## config.mk

```make
export PLATFORM = sky130hd
export DESIGN_NAME = shoe_controller
export DESIGN_NICKNAME = d
export VERILOG_FILES = /design/src/rtl/shoe_controller.sv
export SDC_FILE = /design/constraint.sdc
export NUM_CORES = 1
export LEC_CHECK = 0
export CAP_MARGIN = 40
export CELL_PAD_IN_SITES_DETAIL_PLACEMENT = 0
export CELL_PAD_IN_SITES_GLOBAL_PLACEMENT = 1
export CORE_ASPECT_RATIO = 0.5
export CORE_UTILIZATION = 43
export DETAILED_ROUTE_END_ITERATION = 16
export PLACE_DENSITY_LB_ADDON = 0.1
export SETUP_SLACK_MARGIN = 0.1
export SLEW_MARGIN = 20
export SYNTH_ARGS = -nofsm -noshare
export SYNTH_HDL_FRONTEND = slang
export SYNTH_SLANG_ARGS = --single-unit
export TNS_END_PERCENT = 10
```

## constraint.sdc

```tcl
create_clock -name slow_clock -period 3.3 [get_ports slow_clock]
set_input_delay 0.33 -clock slow_clock [delete_from_list [all_inputs] [get_ports slow_clock]]
set_output_delay 0.33 -clock slow_clock [all_outputs]
set_load 0.01 [all_outputs]
```

## src/rtl/shoe_controller.sv

```systemverilog
// rtl/shoe_controller.sv - card-shoe rank counters and round-robin draw arbiter
// Serves one card per grant from the ranks still left in a DECKS-deck shoe.
module shoe_controller #(
  parameter int DECKS        = 1,
  parameter int RESHUFFLE_AT = 6
) (
  input  logic       slow_clock,
  input  logic       resetb,
  input  logic [3:0] seed_rank,
  input  logic       req_p,
  input  logic       req_d,
  input  logic       round_start,
  output logic [3:0] card_out,
  output logic       ack_p,
  output logic       ack_d,
  output logic [8:0] cards_left,
  output logic       busy,
  output logic       shuffling
);

  typedef enum logic [1:0] {
    S_IDLE    = 2'd0,
    S_SEARCH  = 2'd1,
    S_ACK     = 2'd2,
    S_SHUFFLE = 2'd3
  } state_t;

  localparam logic [5:0] LP_RANK_FULL = 6'(4 * DECKS);
  localparam logic [8:0] LP_SHOE_FULL = 9'(52 * DECKS);
  localparam logic [8:0] LP_RESHUF    = 9'(RESHUFFLE_AT);

  state_t     r_state;
  state_t     w_state_nxt;
  logic [5:0] r_cnt [1:13];
  logic [8:0] r_cards_left;
  logic [3:0] r_cand;
  logic [3:0] r_idx;
  logic [3:0] r_card_out;
  logic       r_who;   // 0 = player, 1 = dealer
  logic       r_last;  // side granted most recently

  logic       w_any_req;
  logic       w_cand_hit;
  logic       w_who_nxt;
  logic [3:0] w_seed_norm;

  assign w_any_req   = req_p | req_d;
  assign w_cand_hit  = (r_cnt[r_cand] != 6'd0);
  assign w_seed_norm = ((seed_rank == 4'd0) || (seed_rank > 4'd13)) ? 4'd1 : seed_rank;
  assign w_who_nxt   = (req_p && req_d) ? ~r_last : req_d;

  always_ff @(posedge slow_clock or negedge resetb) begin
    if (!resetb) begin
      r_state <= S_IDLE;
    end else begin
      r_state <= w_state_nxt;
    end
  end

  always_comb begin
    w_state_nxt = r_state;
    case (r_state)
      S_IDLE: begin
        if (round_start && (r_cards_left < LP_RESHUF)) begin
          w_state_nxt = S_SHUFFLE;
        end else if (w_any_req && (r_cards_left == 9'd0)) begin
          w_state_nxt = S_SHUFFLE;
        end else if (w_any_req) begin
          w_state_nxt = S_SEARCH;
        end
      end
      S_SEARCH: begin
        if (w_cand_hit) begin
          w_state_nxt = S_ACK;
        end
      end
      S_ACK: begin
        w_state_nxt = S_IDLE;
      end
      S_SHUFFLE: begin
        if (r_idx == 4'd13) begin
          w_state_nxt = S_IDLE;
        end
      end
      default: w_state_nxt = S_IDLE;
    endcase
  end

  always_ff @(posedge slow_clock or negedge resetb) begin
    if (!resetb) begin
      for (int i = 1; i <= 13; i++) begin
        r_cnt[i] <= LP_RANK_FULL;
      end
      r_cards_left <= LP_SHOE_FULL;
      r_cand       <= 4'd1;
      r_idx        <= 4'd1;
      r_card_out   <= 4'd0;
      r_who        <= 1'b0;
      r_last       <= 1'b1;
    end else begin
      case (r_state)
        S_IDLE: begin
          if (w_state_nxt == S_SHUFFLE) begin
            r_idx <= 4'd1;
          end else if (w_state_nxt == S_SEARCH) begin
            r_who  <= w_who_nxt;
            r_cand <= w_seed_norm;
          end
        end
        S_SEARCH: begin
          // Walk ranks upward with wrap until one still has cards.
          if (w_cand_hit) begin
            r_cnt[r_cand] <= r_cnt[r_cand] - 6'd1;
            r_cards_left  <= r_cards_left - 9'd1;
            r_card_out    <= r_cand;
          end else begin
            r_cand <= (r_cand == 4'd13) ? 4'd1 : r_cand + 4'd1;
          end
        end
        S_ACK: begin
          r_last <= r_who;
        end
        S_SHUFFLE: begin
          r_cnt[r_idx] <= LP_RANK_FULL;
          r_idx        <= r_idx + 4'd1;
          if (r_idx == 4'd13) begin
            r_cards_left <= LP_SHOE_FULL;
          end
        end
        default: ;
      endcase
    end
  end

  assign card_out   = r_card_out;
  assign cards_left = r_cards_left;
  assign ack_p      = (r_state == S_ACK) && !r_who;
  assign ack_d      = (r_state == S_ACK) && r_who;
  assign busy       = (r_state != S_IDLE);
  assign shuffling  = (r_state == S_SHUFFLE);

endmodule

```

---- Word level (Yosys, flattened, before mapping) ----
Cells that the tools add are included.
storage, ports and cells
  bits in registers ....................... 103
  logic and storage cells ................. 102
  input port bits ......................... 9
  output and inout port bits .............. 17
operators by class
  eq/ne operators ......................... 13
  reductions and logical operators ........ 23
  bitwise operators ....................... 8
  add/sub/neg operators ................... 4
  magnitude comparators ................... 6
  muxes and demuxes ....................... 28
operator list
  cell                                                                          count
  78-bit one-hot mux with 2 select lines                                        1
  78-bit bitwise mux                                                            1
  78-bit 2-to-1 mux                                                             1
  65-bit AND                                                                    1
  65-bit inverter                                                               1
  6-bit demux with 4-bit select                                                 2
  6-bit binary-select mux with 4-bit select                                     1
  4-bit 2-to-1 mux                                                              6
  6-bit 2-to-1 mux                                                              4
  9-bit 2-to-1 mux                                                              2
  9-bit one-hot mux with 2 select lines                                         1
  4-bit one-hot mux with 2 select lines                                         2
  13-bit bitwise OR                                                             1
  5-bit >= comparator, second input constant                                    2
  5-bit by 1-bit less-than comparator with 1-bit output, second input constant  2
  2-bit 2-to-1 mux                                                              5
  2-bit != test, second input constant                                          5
  4-bit inverter with 5-bit output                                              2
  9-bit logical NOT                                                             1
  9-bit by 3-bit less-than comparator with 1-bit output, second input constant  1
  9-bit by 1-bit subtractor with 9-bit output, second input constant            1
  4-bit by 1-bit adder with 4-bit output, second input constant                 2
  4-bit == test, second input constant                                          2
  2-bit one-hot mux with 4 select lines                                         1
  other kinds (18)                                                              34

---- Logic depth before layout (Yosys ltp) ----
  depth in word-level cells ............... 11
  gate-level depth with buffers ........... 18
  gate-level depth less buffers ........... 11

---- Least setup slack after synthesis ----
No wires, ideal clock.
  path kind ............................... flip-flop to flip-flop
  from .................................... register r_cand[0]
  to ...................................... register r_card_out[2], in the netlist card_out[2]
  buffers on the path ..................... 5
  path slack .............................. -0.098 ns
  cell stages (with the launch flop) ...... 16
  setup time .............................. 0.125 ns
  clock period less this slack ............ 3.398 ns
  data arrival time ....................... 3.273 ns
  cell sequence ........................... dfstp_2 -> buf_6 -> mux4_2 -> nand2_1 -> o21ai_0 -> or3_1 -> buf_2 -> clkbuf_1 -> inv_1 -> ha_1 -> inv_1 -> or2_1 -> buf_4 -> o21ai_2 -> buf_4 -> mux2_2
between the ends
  cells in the longest elaborated chain, start to end .. 6
RTL lines
  element                                                 line  text
  from (decl)                                             36    logic [3:0] r_cand;
  from (signal assigned)                                  107   r_cand <= w_seed_norm;
  from (signal assigned)                                  117   r_cand <= (r_cand == 4'd13) ? 4'd1 : r_cand + 4'd1;
  4-bit inverter with 5-bit output (implied by the code)  48    assign w_cand_hit = (r_cnt[r_cand] != 6'd0);
  6-bit binary-select mux with 4-bit select               48
  6-bit 2-to-1 mux (implied by the code) (2 in series)    48
  6-bit nonzero test                                      48
  2-bit AND reduction (no line)                           n/a
  to (signal assigned)                                    115   r_card_out <= r_cand;
  to (decl)                                               38    logic [3:0] r_card_out;
Every way passes these cells. The select of a mux whose other input is x is not followed.
A chain may end at the register's enable or synchronous reset.

---- Worst setup path after layout ----
  from .................................... register r_cand[1]
  to ...................................... register r_cnt[11] in the netlist's numbering
between the ends
  cells in the longest elaborated chain, start to end .. 8
  elaborated cells on any way between the ends .. 16
  classes of those cells .................. add/sub: 1; order compare: 2; eq/ne: 1; mux: 8; bitwise: 1; reduce/logical: 3
RTL lines
  element                                                                                              line     text
  4-bit inverter with 5-bit output (implied by the code) (*)                                           48, 113
  6-bit binary-select mux with 4-bit select (tied with other cells)                                    48, 113
  6-bit 2-to-1 mux (implied by the code) / 1-bit logical AND (equally long branches)                   48, 113
  6-bit 2-to-1 mux (on tied branches)                                                                  48, 113
  6-bit by 1-bit subtractor with 6-bit output / 6-bit demux with 4-bit select (equally long branches)  113      r_cnt[r_cand] <= r_cnt[r_cand] - 6'd1;
  78-bit bitwise mux                                                                                   113
  78-bit 2-to-1 mux                                                                                    112      if (w_cand_hit) begin
  78-bit one-hot mux with 2 select lines                                                               101      case (r_state)
  to (signal, indexed assignment)                                                                      113
  to (decl)                                                                                            34       logic [5:0] r_cnt [1:13];
Mark *: on every way between the ends. The rest lies on a longest branch, timed or not. The select of a mux whose other input is x is not followed.

==> impl_metrics.csv <==
group,metric,value,unit
synth,synth_warnings,0,
sta,finalSetupViolations,0,
critical_path,path_class,"register to register",
drt,drtPass1Iterations,5,
run_status,outcome,"finished, violations left",
grt,grt_overflow,0,
sta,slew_headroom,0.466,
drt,drc,0,
cts,cts_root_buf,"clkbuf_16",
sta,period_minus_slack,3070,ps
grt,grt_use_total,0.254,
critical_path,setup.worst_path.start,"r_cand[1]$_DFFE_PN0P_",
cts,cts_tree,"yes",
cells_and_area,layoutNonFillerInstCount,766,
cts,cts_buffers,9,
drt,vias,4593,
synth,synthArstFlopShare,1.00,
critical_path,r2r_cells,8,
sta,tns,0,ps
synth,avgSynthCellArea,10.1,sq um
critical_path,rrSetupSlack,230,ps
drt,wl_per_cell,21.4,microns
synth,synth_enable_flop_cells,0,
grt,grt_max_degree,104,
cells_and_area,area_growth,16.6,%
min_path,hp-class,"input port to async pin",
critical_path,cp_max_fo,22,
floorplan,die_w,164,microns
cts,insertion_delay,350,ps
cts,cts.path.max_buffers,2,
synth,syn_area,5640,sq um
sta,final-hold-violation-count,6,
floorplan,die_area,13600,sq um
floorplan,num_rows,29,
drt,first_iter_violations,443,
synth,ys_seq_area_frac,0.462,
drt,antenna_left,0,
grt,grt_first_pass_wirelength,25600,microns
cells_and_area,nets,608,
sta,finalCritPeriodShare,0.932,
critical_path,cp-end-kind,"register",
critical_path,cp_slowest_cell,"dfrtp_2",
sta,worst_slew_pin_slew,794,ps
floorplan,start_util,0.442,
floorplan,boundaryPins,26,
flow_run,drv_cap,0,
cts,clk_pin_slew,70,ps
grt,grt_pass1_vias,4244,
critical_path,max_stage_delay,520,ps
drt,vias_per_cell,6.00,
cts,htreeDepth,3,
placement,hpwlAfterDp,11700,microns
synth,syn_inst,557,
critical_path,critPathRequiredTime,3530,ps
floorplan,core,12700,sq um
synth,synth-main-ff-cell,"dfrtp_1",
synth,ys_types,67,
cells_and_area,fillers,1134,
critical_path,critPathArrivalTime,3310,ps
sta,finalClockSkew,8.21,ps
critical_path,crit_chain,"buf_12 -> mux2_2 -> a222oi_1 -> and3_1 -> nand4b_4 -> nor3_2 -> mux2_4 -> a32o_1",
placement,portBuffers,25,
sta,hold-worst-slack,-26.9,ps
synth,syn_nets,574,
cts,cts.sinks,103,
critical_path,start_kind,"register",
floorplan,dieHeight,83.0,microns
sta,fmax,0.325,GHz
placement,dp_cells,746,
drt,wirelength,16400,microns
synth,synth_seq_cells,103,
critical_path,reg2reg_to,"r_cnt[11]$_DFFE_PN0P_",
cells_and_area,fin_util,0.516,
sta,slew_viol_final,0,
run_status,violations,"hold timing",
grt,antenna_found_initial,0,
placement,gp_congestion,0.897,
sta,rsz0062_at_grt,"true",
cells_and_area,drive_above_1_share,0.208,
cells_and_area,diodes,0,
critical_path,reg2reg_from,"r_cand[1]$_DFFE_PN0P_",
-- cells in the mapped netlist (5+ instances only) --
| master | number | area (sq um) |
|---|---|---|
| buf_4 | 9 | 67.6 |
| nor2_1 | 29 | 109 |
| o21ai_1 | 8 | 40.0 |
| or2_2 | 5 | 31.3 |
| nand2b_1 | 7 | 43.8 |
| buf_6 | 10 | 113 |
| ha_1 | 8 | 100 |
| a21oi_1 | 20 | 100 |
| o21ai_0 | 45 | 225 |
| nand2_1 | 57 | 214 |
| nor3_1 | 12 | 60.1 |
| inv_1 | 14 | 52.6 |
| dfstp_2 | 19 | 499 |
| a31oi_1 | 5 | 31.3 |
| buf_2 | 9 | 45.0 |
| a32o_1 | 11 | 110 |
| nand3_1 | 50 | 250 |
| dfrtp_1 | 84 | 2100 |
| mux2_2 | 11 | 124 |
| mux2i_1 | 29 | 290 |
| clkbuf_1 | 10 | 37.5 |
| o21ai_2 | 8 | 70.1 |
| o211ai_1 | 7 | 52.6 |
| mux4_2 | 6 | 135 |
-- worst max path at each step --
stage	endpoint	slack, ps	cells after the start
after floorplan	card_out[2]$_DFFE_PN0P_	30	15
after global placement	card_out[3]$_DFFE_PN0P_	90	9
after detailed placement	r_cnt[9]$_DFFE_PN0P_	20	10
after CTS	r_cnt[51]$_DFFE_PN0P_	70	12
after global routing	r_cnt[71]$_DFFE_PN0P_	80	8
final	r_cnt[11]$_DFFE_PN0P_	230	8
-- per-layer routing --
metal,track usage,vias to the layer above,part of all wire
met3,0.0809,13,0.082
met2,0.334,140,0.40
li1,-,2109,-
met4,0.0480,0,0.0089
met5,0,-,0
met1,0.402,2331,0.51
-- stage by stage --
step / setup WS, ps / area (sq um) / hold WS (ps)
global route: 81.9 / 6570 / 89.3
global placement: 93.4 / 6140 / 445
floorplan: 32.2 / 5690 / 34.4
detailed placement: 20.3 / 6140 / 446
finish: 225 / 6570 / -26.9
CTS: 73.5 / 6440 / 71.8
-- timing repair --
action,CTS,global route
endpoints found under the setup margin,74,88
hold endpoints to repair,0,0
hold buffers,0,0
pin swaps,0,1
setup buffers,0,4
gates resized for setup,3,16
-- layout make-up --
| class | instances | area, sq um | share of cell area |
|---|---|---|---|
| clock buffer | 14 | 274 | 0.0417 |
| clock inverter | 2 | 13.8 | 0.00209 |
| inverter | 14 | 55.1 | 0.00838 |
| multi-input combinational | 402 | 2830 | 0.431 |
| sequential | 103 | 2600 | 0.396 |
| tap | 170 | 213 | 0.0324 |
| timing repair buffer | 61 | 579 | 0.0882 |
-- registers in the layout, summed over array words and instances, names as in the netlist --
signal	count
card_out	4
cards_left	9
r_cand	4
r_cnt	78
r_idx	4
r_last	1
r_state	2
r_who	1
-- logic make-up after synthesis --
| family | synth area share |
|---|---|
| xor gates and xnor gates | 0.00777 |
| buffers and inverters | 0.0559 |
| AOI/OAI and AO/OA | 0.173 |
| muxes | 0.100 |
| and+or+nand+nor | 0.184 |
| adders and majority gates | 0.0178 |
| DFF | 0.462 |
-- placed cells by master, fill, tap and decap left out, types with 4 or more instances in the layout --
master           instances
a31oi_1                  5
nand2b_1                 7
ha_1                     7
dfstp_2                 19
o21ai_0                 44
mux4_2                   6
clkbuf_16                9
mux2i_1                 28
buf_4                   30
o21ai_1                  8
nor3_1                  12
buf_12                   4
a21oi_1                 20
o31ai_1                  4
or2_2                    5
nor2b_1                  4
clkdlybuf4s50_1         24
nor2_1                  29
nor4_1                   4
nand3_1                 50
mux2_2                   9
and3_1                   4
a32o_1                  11
nand3b_1                 4
o21ai_4                 10
dfrtp_1                 83
inv_1                   12
nand2_1                 57
o211ai_1                 7
-- worst max-delay path, delay by kind of cell, from the launching register on --
kind	cells	cell delay [ps]
mux	2	810
compound gates	2	630
flops	1	520
simple gates	3	740
buf+inv	1	230
Power is not shown: default switching activity piles up to over one toggle a cycle in this logic, so the estimate is an artifact.
